<file path="src/rtl/decryptor_if.sv">
// rtl/decryptor_if.sv - decryptor request/response bundle; resync only with DECRYPTOR_RESYNC_EN
interface decryptor_if;
  logic       decrypt_enable;
  logic [7:0] data_in;
  logic [7:0] data_out;
  logic       dy_status;
  logic       busy;
`ifdef DECRYPTOR_RESYNC_EN
  logic       resync;

  modport master (output decrypt_enable, data_in, resync, input data_out, dy_status, busy);
  modport slave  (input decrypt_enable, data_in, resync, output data_out, dy_status, busy);
`else
  modport master (output decrypt_enable, data_in, input data_out, dy_status, busy);
  modport slave  (input decrypt_enable, data_in, output data_out, dy_status, busy);
`endif
endinterface

</file>
<file path="src/rtl/decryptor.sv">
// rtl/decryptor.sv - LFSR-keyed, two-block-chained byte decryptor; DECRYPTOR_RESYNC_EN adds key/chain resync
module decryptor (
  input  logic        clk,
  input  logic        rst_n,
  decryptor_if.slave  bus
);

  typedef enum logic [1:0] {
    IDLE = 2'd0,
    LFSR = 2'd1,
    DEC  = 2'd2,
    DONE = 2'd3
  } state_t;

  localparam logic [7:0] KEY_SEED   = 8'hBB;
  localparam logic [7:0] CHAIN_SEED = 8'hAE;

  state_t     state;
  logic [7:0] key_reg;
  logic [7:0] chain_reg;
  logic [7:0] last_reg;
  logic [7:0] c_reg;
  logic [7:0] data_out_r;
  logic       dy_r;
  logic       busy_r;
  logic       resync_req;

`ifdef DECRYPTOR_RESYNC_EN
  assign resync_req = bus.resync;
`else
  assign resync_req = 1'b0;
`endif

  always_ff @(posedge clk or negedge rst_n) begin
    if (!rst_n) begin
      state      <= IDLE;
      key_reg    <= KEY_SEED;
      chain_reg  <= CHAIN_SEED;
      last_reg   <= 8'h00;
      c_reg      <= 8'h00;
      data_out_r <= 8'h00;
      dy_r       <= 1'b0;
      busy_r     <= 1'b0;
    end else begin
      case (state)
        IDLE: begin
          // resync wins over a simultaneous start request
          if (resync_req) begin
            key_reg   <= KEY_SEED;
            chain_reg <= CHAIN_SEED;
            last_reg  <= 8'h00;
          end else if (bus.decrypt_enable) begin
            c_reg  <= bus.data_in;
            state  <= LFSR;
            busy_r <= 1'b1;
          end
        end
        LFSR: begin
          key_reg <= {key_reg[6:0], key_reg[7] ^ key_reg[5] ^ key_reg[4] ^ key_reg[3]};
          state   <= DEC;
        end
        DEC: begin
          // chain lags two blocks to mirror the encryptor's prev_output pipeline
          data_out_r <= c_reg ^ key_reg ^ chain_reg;
          chain_reg  <= last_reg;
          last_reg   <= c_reg;
          dy_r       <= 1'b1;
          state      <= DONE;
        end
        DONE: begin
          dy_r   <= 1'b0;
          busy_r <= 1'b0;
          state  <= IDLE;
        end
        default: begin
          dy_r   <= 1'b0;
          busy_r <= 1'b0;
          state  <= IDLE;
        end
      endcase
    end
  end

  assign bus.data_out  = data_out_r;
  assign bus.dy_status = dy_r;
  assign bus.busy      = busy_r;

endmodule
</file>
<file path="src/flat_wrapper.sv">
// flat-port wrapper written by rule: the top's interface ports become plain ports
module decryptor_flat 
  (clk, rst_n, bus_decrypt_enable, bus_data_in, bus_data_out, bus_dy_status, bus_busy);
  decryptor_if bus_i ();
  input  logic clk;
  input  logic rst_n;
  input wire logic [$bits(bus_i.decrypt_enable)-1:0] bus_decrypt_enable;
  input wire logic [$bits(bus_i.data_in)-1:0] bus_data_in;
  output wire logic [$bits(bus_i.data_out)-1:0] bus_data_out;
  output wire logic [$bits(bus_i.dy_status)-1:0] bus_dy_status;
  output wire logic [$bits(bus_i.busy)-1:0] bus_busy;
  assign bus_i.decrypt_enable = bus_decrypt_enable;
  assign bus_i.data_in = bus_data_in;
  assign bus_data_out = bus_i.data_out;
  assign bus_dy_status = bus_i.dy_status;
  assign bus_busy = bus_i.busy;
  decryptor u_core (.clk(clk), .rst_n(rst_n), .bus(bus_i));
endmodule
</file>
<file path="config.mk">
export PLATFORM = sky130hd
export DESIGN_NAME = decryptor_flat
export DESIGN_NICKNAME = d
export VERILOG_FILES = /design/src/rtl/decryptor_if.sv /design/src/rtl/decryptor.sv /design/src/flat_wrapper.sv
export SDC_FILE = /design/constraint.sdc
export NUM_CORES = 1
export LEC_CHECK = 0
export CORE_ASPECT_RATIO = 1.1
export CORE_MARGIN = 5
export CORE_UTILIZATION = 49
export CTS_CLUSTER_SIZE = 12
export DETAILED_ROUTE_END_ITERATION = 7
export PLACE_DENSITY = 0.74
export SYNTH_ARGS = -nofsm -noshare
export SYNTH_HDL_FRONTEND = slang
export SYNTH_SLANG_ARGS = --single-unit
</file>
<file path="constraint.sdc">
create_clock -name clk -period 1.35 [get_ports clk]
set_input_delay 0.135 -clock clk [delete_from_list [all_inputs] [get_ports clk]]
set_output_delay 0.135 -clock clk [all_outputs]
set_load 0.02 [all_outputs]
</file>
; ---- Word-level counts from Yosys, hierarchy flattened
; Index checks and enable logic that the tools add are counted.
[totals]
ff_bits = 44
inputBits = 11
[op_classes]
n_eq_ne = 4
mux = 5
n_bitwise = 5
n_reduce_logical = 5
[ops]
columns = operator, count
row1 = XOR 8 bit, 2
row2 = one-hot mux 2 bit (4 select lines), 1
row3 = "equality test 2 bit, second input constant", 2
row4 = one-hot mux 1 bit (2 select lines), 2
row5 = AND reduction 2 bit, 2
row6 = nonzero test 2 bit, 2
row7 = XOR 1 bit, 3
row8 = "equality test 2 x 1 -> 1 bit, second input constant", 1
row9 = logical NOT 2 bit, 1
row10 = two-way mux 2 bit, 1
row11 = "!= test 2 bit, second input constant", 1
row12 = two-way mux 1 bit, 1

; ---- Logic depth before layout (Yosys ltp)
[logic_depth]
depth_word = 3
ltp_mapped = 6
mapped_depth_nobuf = 5

; ---- Least setup slack after synthesis
; Ideal clock, no wire load.
[synth_path]
kind = register -> register
from = reg u_core.state[0]
to = reg u_core.chain_reg[4]
arrival_time_ns = 1.242
setup_slack_ns = -0.017
stages_incl_launch_ff = 6
cell_sequence = dfrtp_1 inv_1 ha_1 buf_4 buf_6 mux2_2
[synth_between]
elab_chain_cells = 1
[synth_lines]
columns = item, line
row1 = "start, declared", decryptor.sv:18  ; state_t state;
row2 = "start signal, assigned", decryptor.sv:36  ; state <= IDLE;
row3 = "start signal, assigned", decryptor.sv:54  ; state <= LFSR;
row4 = "start signal, assigned", decryptor.sv:60  ; state <= DEC;
row5 = equality test 2 bit, decryptor.sv:45  ; case (state)
row6 = "end signal, assigned", decryptor.sv:65  ; chain_reg <= last_reg;
row7 = "end, declared", decryptor.sv:20  ; logic [7:0] chain_reg;
; No other way between the ends.
; A chain may end at the register's enable or synchronous reset.

; ---- Worst setup path in the final report
[layout_path]
from = reg u_core.state[1]
to = reg u_core.last_reg[1]
[layout_between]
elab_chain_cells = 1
[layout_lines]
columns = item, line
row1 = equality test 2 bit, decryptor.sv:45
row2 = "end signal, assigned", decryptor.sv:66  ; last_reg <= c_reg;
row3 = "end, declared", decryptor.sv:21  ; logic [7:0] last_reg;
; No other way between the ends.

==> flow_metrics.py <==
metrics = {
    "status": {
        "status": "finished clean",
    },
    "logic_synthesis": {
        "synth_seq_cells": 44,
        "synth.top_cell.area_share_pct": 43.5,
        "syn-instance-count": 125,
        "syn_nets": 141,
        "avgSynthCellArea_sq_um": 15.2,
        "yosysUniqueCellTypes": 19,
        "synth_top_area_cell": "dfrtp_1",
        "synth_fa_ha_area_share_pct": 3.29,
        "yosys.area_share.simple_pct": 1.84,
        "synth_top_family_by_area": "multiplexers",
        "synth_compound_area_share_pct": 1.05,
        "synth_edf_count": 0,
        "synthesis.area_sq_um": 1900,
        "synthTopCellsByArea": "dfrtp_1 43%, dfstp_2 15%, mux2_2 13%",
        "async_flop_share_pct": 100,
        "synth-xor-area-share_pct": 8.76,
        "synth.yosys.seq_area_share_pct": 58.7,
        "yosysWarnings": 0,
        "synth_ff_type": "dfrtp_1",
        "muxShareOfSynthArea_pct": 23.9,
    },
    "global_routing": {
        "grt_max_degree": 45,
        "grt_pass1_vias": 1140,
        "grt_overflow": 0,
        "grt_usage_pct": 12.6,
        "antenna_found_initial": 0,
        "grt_pass1_wl_um": 5130,
    },
    "critical_path": {
        "ff2ff_setup_slack_ns": 0.006,
        "worstPathArrival_ns": 1.51,
        "cp-end-kind": "flip-flop",
        "crit_required_ns": 1.52,
        "crit_path_max_fanout": 7,
        "criticalPathCategory": "reg2reg",
        "cp-start-kind": "flip-flop",
    },
    "sta": {
        "period_share_pct": 99.6,
        "fmax_ghz": 0.744,
        "slew_headroom_pct": 84.7,
        "fin_ws_ns": 0.00561,
        "setup_viol": 0,
        "skew_ns": 0.00436,
        "hold_ws_ns": 0.360,
        "final.setup.tns_ns": 0,
        "tightestPinTransition_ns": 0.230,
        "fin_crit_ns": 1.34,
        "hold_violations": 0,
        "drv_slew": 0,
    },
    "routing": {
        "viasPerCell": 4.97,
        "finalWirelength_um": 3290,
        "drt-initial-drc-count": 13,
        "first_pass_iters": 2,
        "drcViolationCount": 0,
        "vias": 1059,
        "post_drt_wl_per_cell_um": 15.5,
        "drtAntennaViolNets": 0,
    },
    "floorplan": {
        "die-height_um": 75.3,
        "placementRows": 23,
        "core_area_sq_um": 3680,
        "die-area_sq_um": 5220,
        "initial_core_util_pct": 51.6,
        "io_pins": 21,
        "dieWidth_um": 69.4,
    },
    "clocking": {
        "htreeDepth": 2,
        "cts_sinks": 44,
        "clock_path_buffers": 2,
        "clk_latency_ns": 0.28,
        "cts_tree": "yes",
        "clk_pin_slew_worst_paths_ns": 0.07,
        "cts_buffers": 5,
        "cts_root_buffer": "clkbuf_8",
    },
    "place": {
        "pre_cts_ws_ns": -0.0520,
        "place_inst": 195,
        "gp_congestion": 0.729,
        "port_buffers": 20,
        "place_area_sq_um": 2170,
    },
    "power_and_ir_drop": {
        "power_density_nw_per_um2": 2770,
        "total_leakage_power_uw": 0.00101,
        "peakVddDrop_mv": 1.44,
    },
    "final_layout": {
        "multi_input_area_sq_um": 785,
        "area_growth_pct": 26.4,
        "fillers": 305,
        "stdcell_count": 213,
        "seq_area_sq_um": 1120,
        "fin_nets": 178,
        "drive_above_1_share_pct": 38.7,
        "diodes": 0,
        "final_cell_area_sq_um": 2400,
    },
    "run": {
        "cap_violations": 0,
    },
    "worst_hold_path": {
        "min_path_type": "in2async",
    },
}
==> synth_stat cells, types with 2 or more instances <==
cell type,instances
inv_1,2
dfstp_2,11
nor2_1,3
ha_1,5
a21oi_1,3
mux2_1,17
xnor2_1,19
dfrtp_1,33
mux2_2,22
==> per-layer routing <==
metal | part of all wire [%] | vias up | global-route usage [%] | wire length (um)
li1 | - | 494 | - | -
met1 | 43 | 537 | 14.8 | 1430
met2 | 51 | 20 | 21.5 | 1680
met3 | 4.0 | 8 | 4.09 | 131
met4 | 1.7 | 0 | 6.07 | 57
met5 | 0 | - | 0 | 0
==> power by group <==
group          total, uW  switching, uW  internal [uW]
Combinational       3160           1270           1890
Clock                806            390            417
Sequential          2670            507           2160
==> metrics by stage <==
stage | util (%) | power, uW
after global routing | 65.1 | 7120
after CTS | 61.7 | 6270
after detailed placement | 59.0 | 5520
final | 65.1 | 6640
after global placement | 59.0 | 5350
after floorplan | - | 4730
==> final timing paths <==
kind | endpoint | start | cells past startpoint
worst max-delay path | u_core.last_reg[1]$_DFFE_PN0P_ | u_core.state[1]$_DFFE_PN0P_ | 4
worst min-delay path | u_core.last_reg[3]$_DFFE_PN0P_ | rst_n | 3
worst max register to register | u_core.last_reg[1]$_DFFE_PN0P_ | u_core.state[1]$_DFFE_PN0P_ | 4
worst min register to register | u_core.last_reg[2]$_DFFE_PN0P_ | u_core.last_reg[2]$_DFFE_PN0P_ | 1
max in group asynchronous | u_core.chain_reg[5]$_DFFE_PN1P_ | rst_n | 3
min in group clk | u_core.c_reg[5]$_DFFE_PN0P_ | bus_data_in[5] | 2
==> worst max-delay path, stage by stage, from the launching register on <==
cell and delay [ns]:
dfrtp_1 0.42, buf_4 0.16, ha_4 0.18, clkbuf_16 0.16, mux2_1 0.31
==> cells by family after synthesis <==
group | after synthesis
AO/OA/AOI/OAI | 4
XOR/XNOR | 19
adder cells (fa/ha/maj) | 5
buffers and inverters | 6
flip-flops | 44
multiplexers | 40
AND/OR/NAND/NOR | 7
==> cell type report <==
type / instances / area share, %
well taps: 50 / 2.61
multi-input cells: 75 / 32.7
inverters: 2 / 0.417
repair buffers: 34 / 14.0
flip-flops and latches: 44 / 46.5
clock buffers: 8 / 3.75
==> layout by cell type (no fill, tap or decap), drive strengths merged, types with 2 or more instances in the layout <==
master	count
clkdlybuf4s50	9
clkbuf	9
nand2	2
mux2	40
nor2	3
xnor2	19
dfstp	11
a21oi	3
ha	5
buf	13
inv	2
dfrtp	33
dlygate4sd2	10
==> what timing repair did <==
item                       CTS  global route
gates cloned                 0             2
hold endpoints to repair    33             0
hold buffers                 1             0
gates resized for setup     14             7
setup endpoints to repair   45            37
buffers inserted             0             7
No activity file was read; power rests on OpenSTA's default activity.
